<file path="config.mk">
export PLATFORM = sky130hd
export DESIGN_NAME = pipe_hazard_ctrl
export DESIGN_NICKNAME = d
export VERILOG_FILES = /design/src/rtl/pipe_hazard_ctrl_pkg.sv /design/src/rtl/pipe_hazard_ctrl_load_use_detect.sv /design/src/rtl/pipe_hazard_ctrl.sv
export SDC_FILE = /design/constraint.sdc
export NUM_CORES = 1
export LEC_CHECK = 0
export CORE_MARGIN = 2
export CORE_UTILIZATION = 51
export DETAILED_ROUTE_END_ITERATION = 10
export GPL_ROUTABILITY_DRIVEN = 0
export PLACE_DENSITY = 0.88
export SETUP_SLACK_MARGIN = 0.3
export SYNTH_ARGS = -nofsm -noshare
export SYNTH_HDL_FRONTEND = slang
export SYNTH_HIERARCHICAL = 1
export SYNTH_SLANG_ARGS = --single-unit
</file>
<file path="constraint.sdc">
create_clock -name clk -period 6.7 [get_ports clk]
set_clock_uncertainty 0.2 [all_clocks]
set_input_delay 1.005 -clock clk [delete_from_list [all_inputs] [get_ports clk]]
set_output_delay 1.005 -clock clk [all_outputs]
set_load 0.05 [all_outputs]
</file>
<file path="src/rtl/pipe_hazard_ctrl_pkg.sv">
// Shared definitions for the pipeline hazard sequencer: FSM state encodings,
// control-field bit positions, and the packed bundle of register enables.
package pipe_hazard_ctrl_pkg;

    localparam int INTERNAL_BITS = 32;
    localparam int REG_ADDR_W    = 5;

    // Bit positions inside the pipeline M / WB control fields
    localparam int MEM_WRITE_BIT  = 0;
    localparam int MEM_READ_BIT   = 1;
    localparam int BRANCH_BIT     = 2;
    localparam int MEM_TO_REG_BIT = 0;
    localparam int REG_WRITE_BIT  = 1;

    typedef enum logic [1:0] {
        HZ_RUN       = 2'd0,
        HZ_DMEM_WAIT = 2'd1,
        HZ_IMEM_WAIT = 2'd2,
        HZ_REDIRECT  = 2'd3
    } hz_state_e;

    // Action chosen for the current cycle; each maps to one enable/flush pattern
    typedef enum logic [2:0] {
        ACT_NONE,
        ACT_REDIRECT,
        ACT_FREEZE,
        ACT_LOAD_USE,
        ACT_IFETCH
    } hz_act_e;

    typedef struct packed {
        logic pc_write;
        logic if_id_write;
        logic if_id_flush;
        logic id_ex_write;
        logic id_ex_flush;
        logic ex_mem_write;
        logic ex_mem_flush;
        logic mem_wb_bubble;
    } hz_ctrl_t;

    // Held while reset is asserted: nothing loads, everything is bubbled
    localparam hz_ctrl_t HZ_CTRL_RESET = '{
        pc_write: 1'b0, if_id_write: 1'b0, if_id_flush: 1'b1,
        id_ex_write: 1'b0, id_ex_flush: 1'b1, ex_mem_write: 1'b0,
        ex_mem_flush: 1'b1, mem_wb_bubble: 1'b1};

    function automatic hz_ctrl_t hz_ctrl(hz_act_e act);
        hz_ctrl_t c;
        c = '{pc_write: 1'b1, if_id_write: 1'b1, if_id_flush: 1'b0,
              id_ex_write: 1'b1, id_ex_flush: 1'b0, ex_mem_write: 1'b1,
              ex_mem_flush: 1'b0, mem_wb_bubble: 1'b0};
        case (act)
            ACT_REDIRECT: begin
                // PC loads the branch target; all younger instructions die
                c.if_id_flush  = 1'b1;
                c.id_ex_flush  = 1'b1;
                c.ex_mem_flush = 1'b1;
            end
            ACT_FREEZE: begin
                c.pc_write      = 1'b0;
                c.if_id_write   = 1'b0;
                c.id_ex_write   = 1'b0;
                c.ex_mem_write  = 1'b0;
                c.mem_wb_bubble = 1'b1;
            end
            ACT_LOAD_USE: begin
                c.pc_write    = 1'b0;
                c.if_id_write = 1'b0;
                c.id_ex_flush = 1'b1;
            end
            ACT_IFETCH: begin
                c.pc_write    = 1'b0;
                c.if_id_flush = 1'b1;
            end
            default: ;
        endcase
        return c;
    endfunction

endpackage

</file>
<file path="src/rtl/pipe_hazard_ctrl_load_use_detect.sv">
// Load-use comparator: the load in EX writes a register the ID instruction reads.
module load_use_detect
    import pipe_hazard_ctrl_pkg::*;
(
    input  logic                  ex_mem_read,
    input  logic [REG_ADDR_W-1:0] ex_rt,
    input  logic [REG_ADDR_W-1:0] id_rs,
    input  logic [REG_ADDR_W-1:0] id_rt,
    input  logic                  id_uses_rt,
    output logic                  load_use
);

    // $zero is never a real dependency
    assign load_use = ex_mem_read && (ex_rt != '0) &&
                      ((ex_rt == id_rs) || (id_uses_rt && (ex_rt == id_rt)));

endmodule

</file>
<file path="src/rtl/pipe_hazard_ctrl.sv">
// Stall/flush sequencer for the 5-stage pipe plus saturating perf counters.
module pipe_hazard_ctrl
    import pipe_hazard_ctrl_pkg::*;
#(
    parameter int INTERNAL_BITS = 32,
    parameter int CNT_W         = 16
) (
    input  logic                  clk,
    input  logic                  rst_n,
    input  logic [REG_ADDR_W-1:0] id_rs,
    input  logic [REG_ADDR_W-1:0] id_rt,
    input  logic                  id_uses_rt,
    input  logic                  ex_mem_read,
    input  logic [REG_ADDR_W-1:0] ex_rt,
    input  logic                  mem_branch_taken,
    input  logic                  dmem_req,
    input  logic                  dmem_ready,
    input  logic                  imem_ready,
    input  logic                  cnt_clr,
    output logic                  pc_write,
    output logic                  if_id_write,
    output logic                  if_id_flush,
    output logic                  id_ex_write,
    output logic                  id_ex_flush,
    output logic                  ex_mem_write,
    output logic                  ex_mem_flush,
    output logic                  mem_wb_bubble,
    output logic [CNT_W-1:0]      stall_cnt,
    output logic [CNT_W-1:0]      flush_cnt,
    output logic [1:0]            state
);

    if (INTERNAL_BITS != pipe_hazard_ctrl_pkg::INTERNAL_BITS) begin : g_width_chk
        $error("INTERNAL_BITS disagrees with the shared datapath width");
    end

    hz_state_e state_q, state_nxt;
    hz_act_e   act;
    hz_ctrl_t  ctrl;
    logic      load_use;
    logic      dstall;

    load_use_detect u_lud (
        .ex_mem_read (ex_mem_read),
        .ex_rt       (ex_rt),
        .id_rs       (id_rs),
        .id_rt       (id_rt),
        .id_uses_rt  (id_uses_rt),
        .load_use    (load_use)
    );

    assign dstall = dmem_req && !dmem_ready;

    // State register; reset drops any pending wait
    always_ff @(posedge clk or negedge rst_n) begin
        if (!rst_n) state_q <= HZ_RUN;
        else        state_q <= state_nxt;
    end

    // Next state and cycle action, by per-state priority
    always_comb begin
        act       = ACT_NONE;
        state_nxt = HZ_RUN;
        unique case (state_q)
            HZ_RUN, HZ_DMEM_WAIT: begin
                if (state_q == HZ_DMEM_WAIT && !dmem_ready) begin
                    act = ACT_FREEZE; state_nxt = HZ_DMEM_WAIT;
                end else if (mem_branch_taken) begin
                    act = ACT_REDIRECT; state_nxt = HZ_REDIRECT;
                end else if (state_q == HZ_RUN && dstall) begin
                    act = ACT_FREEZE; state_nxt = HZ_DMEM_WAIT;
                end else if (load_use) begin
                    act = ACT_LOAD_USE;
                end else if (!imem_ready) begin
                    act = ACT_IFETCH; state_nxt = HZ_IMEM_WAIT;
                end
            end
            HZ_IMEM_WAIT: begin
                if (mem_branch_taken) begin
                    act = ACT_REDIRECT; state_nxt = HZ_REDIRECT;
                end else if (dstall) begin
                    act = ACT_FREEZE; state_nxt = HZ_DMEM_WAIT;
                end else if (!imem_ready) begin
                    act = ACT_IFETCH; state_nxt = HZ_IMEM_WAIT;
                end else if (load_use) begin
                    act = ACT_LOAD_USE;
                end
            end
            HZ_REDIRECT: begin
                // ID holds the flushed bubble, so load_use is ignored here
                if (!imem_ready) begin
                    act = ACT_IFETCH; state_nxt = HZ_IMEM_WAIT;
                end
            end
            default: ;
        endcase
    end

    // Output decode; reset forces the all-bubble pattern asynchronously
    always_comb begin
        ctrl = rst_n ? hz_ctrl(act) : HZ_CTRL_RESET;
    end

    assign pc_write      = ctrl.pc_write;
    assign if_id_write   = ctrl.if_id_write;
    assign if_id_flush   = ctrl.if_id_flush;
    assign id_ex_write   = ctrl.id_ex_write;
    assign id_ex_flush   = ctrl.id_ex_flush;
    assign ex_mem_write  = ctrl.ex_mem_write;
    assign ex_mem_flush  = ctrl.ex_mem_flush;
    assign mem_wb_bubble = ctrl.mem_wb_bubble;
    assign state         = state_q;

    // Saturating stall counter; clear wins over increment
    always_ff @(posedge clk or negedge rst_n) begin
        if (!rst_n)                                stall_cnt <= '0;
        else if (cnt_clr)                          stall_cnt <= '0;
        else if (!ctrl.pc_write && stall_cnt != '1) stall_cnt <= stall_cnt + 1'b1;
    end

    // Saturating redirect counter; clear wins over increment
    always_ff @(posedge clk or negedge rst_n) begin
        if (!rst_n)                                          flush_cnt <= '0;
        else if (cnt_clr)                                    flush_cnt <= '0;
        else if (act == ACT_REDIRECT && flush_cnt != '1)     flush_cnt <= flush_cnt + 1'b1;
    end

endmodule

</file>
==> summary.txt, run 1 <==
Cells and area
  • Finished Core Util: between 70% and 80%
  • FILL cells: 323
  • Most common cell after layout, fill and taps aside: clkdlybuf4s50_1
  • ANT cells: 0
  • Nets@finish: approximately 320
  • Share of layout cells above drive strength 1: 9.52%
  • Area Overhead vs Synth: 35.4%
  • Most frequent cells in the layout: 65 x clkdlybuf4s50_1, 34 x nor2_1, 34 x dfrtp_1
  • Design area: 0.00298 mm²

Clock tree
  • Post-CTS Setup Bufs: 0
  • TritonCTS clock tree: done
  • Clock sink total: 34
  • Clk root buf: clkbuf_8
  • CTS hold repair buffers: 0
  • CTS Buf Count: 5
  • Cts repair resizes: 0
  • Worst-path clk slew: roughly 0.07 ns
  • Worst-skew pair later-pin latency: 0.29 ns
  • CTS Buffer Depth: 2
  • CTS H-tree depth: 2

Power and ir drop
  • Comb power frac: 28.2%
  • Part of the power in registers: around two fifths
  • Clk pwr share: 32.8%
  • Pwr Density: 193 mW/mm²
  • Internal cell power: between 0.0003 and 0.0004 W
  • Worst VDD drop: ~0.10 mV
  • Pleak: 1.14 nW
  • Switch Pwr: a little under 0.0002 W
  • Switching Fraction: ~34%

Timing
  • Setup Viol. Count Final: 0
  • Fin Hold WS: 0.368 ns
  • Final hold vios: 0
  • Total Neg Setup Slack: 0 ns
  • Pins Over Slew Limit: 0
  • Worst Tran Pin Value: 1.07 ns
  • Fmax: 173 MHz
  • Max transition margin: 28.5%
  • Final min period: 5.77 ns
  • Period utilization: between 80 and 90%
  • RSZ-0062 raised after global routing: false

Synth
  • Yosys warns: 6
  • Syn nets: 254
  • Seq cells post-synth: 34
  • Gate Count Post-Synth: 228
  • Post-synth EDFFs: 0
  • Top_reg_cell synth: dfrtp_1
  • Syn Std Cell Area: around 0.0022 mm²
  • Post-synthesis sequential area ratio: 38.7%
  • Synth async-reset ratio: 100%
  • Post-synth cell types: 51
  • Avg Cell Area, Syn: 9.65 µm²

Worst setup path
  • CP max-delay cell: nor3b_2
  • Most frequent CP cell: clkdlybuf4s50_1
  • Crit path buf inv count: 2
  • Cell depth of the worst setup path: 9
  • Top delay family on crit path: simple AND/OR/NAND/NOR gates
  • WP data required: 5.49 ns
  • R2R depth: 6
  • Crit path capture type: output port
  • Crit start category: input port
  • Worst setup path category: in -> out
  • Crit path DAT: 4.56 ns
  • Max stage delay on crit path: 0.89 ns
  • CP cell instances: clkdlybuf4s50_1, or4_1, o21ai_1, a21oi_1, or2b_2, a31oi_4, nor3b_2, and2_2, clkdlybuf4s50_1
  • Critical path fanouts, max: 12

Floorplan
  • Initial Utilization: 53.9%
  • Height of the die: around 70 µm
  • Core Area: between 0.004 and 0.005 mm²
  • I/O Pins: 66
  • Rows: 23
  • Full die area: ~0.0049 mm²
  • Width of the die: 69.7 µm

Placed design
  • Area after DPL: 0.00287 mm²
  • PortBufs: 65
  • Dpl hpwl: 3740 µm

Global routing
  • Initial antenna violation count: 0
  • First-pass GRT wire length: around 8800 µm
  • Congestion Overflow GR: 0
  • Pin count of the biggest net entering global routing: 39
  • Vias in the first global route: 1,962
  • Gr usage total: 22.3%

Routing
  • Starting DRC count in detailed routing: 230
  • Drt wl/cell: 14.9 µm
  • DRC viols: 0
  • Routed vias: 1,978
  • Vias/cell: 5.75
  • Drt total wl: just over 5000 µm
  • ANT nets after route: 0
  • Drt pass-1 iters: 4

Run status
  • Status: finished clean

Min path
  • Worst Hold Depth: 2
  • Hold Path Class: reg -> reg

Run
  • Max-cap viol count: 0
## power groups by stage
stage | clock network (W) | registers [W] | logic, W
global route | 0.000198 | 0.000225 | 0.000173
global placement | 0 | 0.000227 | 0.000160
finish | 0.000188 | 0.000224 | 0.000162
detailed placement | 0 | 0.000228 | 0.000163
floorplan | 0 | 0.000251 | 0.0000833
CTS | 0.000190 | 0.000224 | 0.000163
## state kept, by name (all words and copies together) (netlist names)
name / count
flush_cnt: 16
stall_cnt: 16
state: 2
## worst paths after layout
check                             start           end  slack [ns]
max                            ex_rt[1]      pc_write        0.93
max reg2reg                    state[0]  stall_cnt[8]        3.89
max in group asynchronous         rst_n  flush_cnt[1]        5.04
min reg2reg                flush_cnt[1]  flush_cnt[1]        0.37
min                        flush_cnt[1]  flush_cnt[1]        0.37
min in group asynchronous         rst_n  stall_cnt[8]        0.93
## layout make-up
cell class              instances  area [µm²]  share of cell area [%]
flip-flops and latches         34         851                    28.5
clock inverters                 3        40.0                    1.34
repair buffers                 67         666                    22.3
clock buffers                   5        68.8                    2.31
inverters                       5        18.8                   0.630
well taps                      50        62.6                    2.10
multi-input cells             180        1270                    42.7
## metal layers
layer,part of all wire (%),global-route usage (%)
met1,43,26.9
met2,48,37.1
met5,0,0
met4,2.0,9.62
met3,6.6,6.25
## per-stage QoR
stage / setup slack [ns] / std cells / power (W)
after floorplan: 0.954 / 228 / 0.000335
after detailed placement: 0.941 / 336 / 0.000390
after CTS: 0.946 / 344 / 0.000577
after global routing: 0.789 / 344 / 0.000596
final: 0.933 / 344 / 0.000574
after global placement: 1.03 / 336 / 0.000387
## cells by family after synthesis
logic type	synth area share, %
xor+xnor	12.7
buf+inv	3.47
simple gates	26.8
mux	1.99
compound gates	15.2
fa+ha+maj	1.14
flops	38.7
## Yosys cell counts, drive strengths merged, types with 2 or more instances
cell type	n	share of area (%)
and2	3	0.91
dfrtp	34	39
nand2	9	1.5
nor3b	2	0.91
or3	2	0.57
inv	5	0.85
a21oi	9	2.2
o21ai	6	1.5
nor3	2	0.45
nor2b	4	1.1
xnor2	12	4.8
buf	5	1.6
nand4	14	4.0
xor2	20	8.0
nor2	34	5.8
ha	2	1.1
nor4	2	1.5
nand2b	6	1.7
a2111oi	6	5.8
and4	3	1.2
a31oi	2	1.3
nand3	15	3.4
clkbuf	3	0.51
mux2	3	1.5
o21bai	2	0.68
a211oi	4	1.4
and3	6	1.7
## tightest hold or removal path, delay by kind of cell (launching register included)
kind	cells	cell delay, ns
AO/OA/AOI/OAI	1	0.06
flip-flops	1	0.41
AND/OR/NAND/NOR	1	0.07
Power figures use the tool's default switching activity.
==> inputs of run 2 (changes only) <==
--- a/config.mk
+++ b/config.mk
@@ -7,8 +7,10 @@
 export LEC_CHECK = 0
 export CORE_MARGIN = 2
 export CORE_UTILIZATION = 51
+export CTS_CLUSTER_SIZE = 24
 export DETAILED_ROUTE_END_ITERATION = 10
 export GPL_ROUTABILITY_DRIVEN = 0
+export HOLD_SLACK_MARGIN = 0.03
 export PLACE_DENSITY = 0.88
 export SETUP_SLACK_MARGIN = 0.3
 export SYNTH_ARGS = -nofsm -noshare
==> results of run 2 <==
No change in the layout: final DEF, timing and power equal those of run 1.
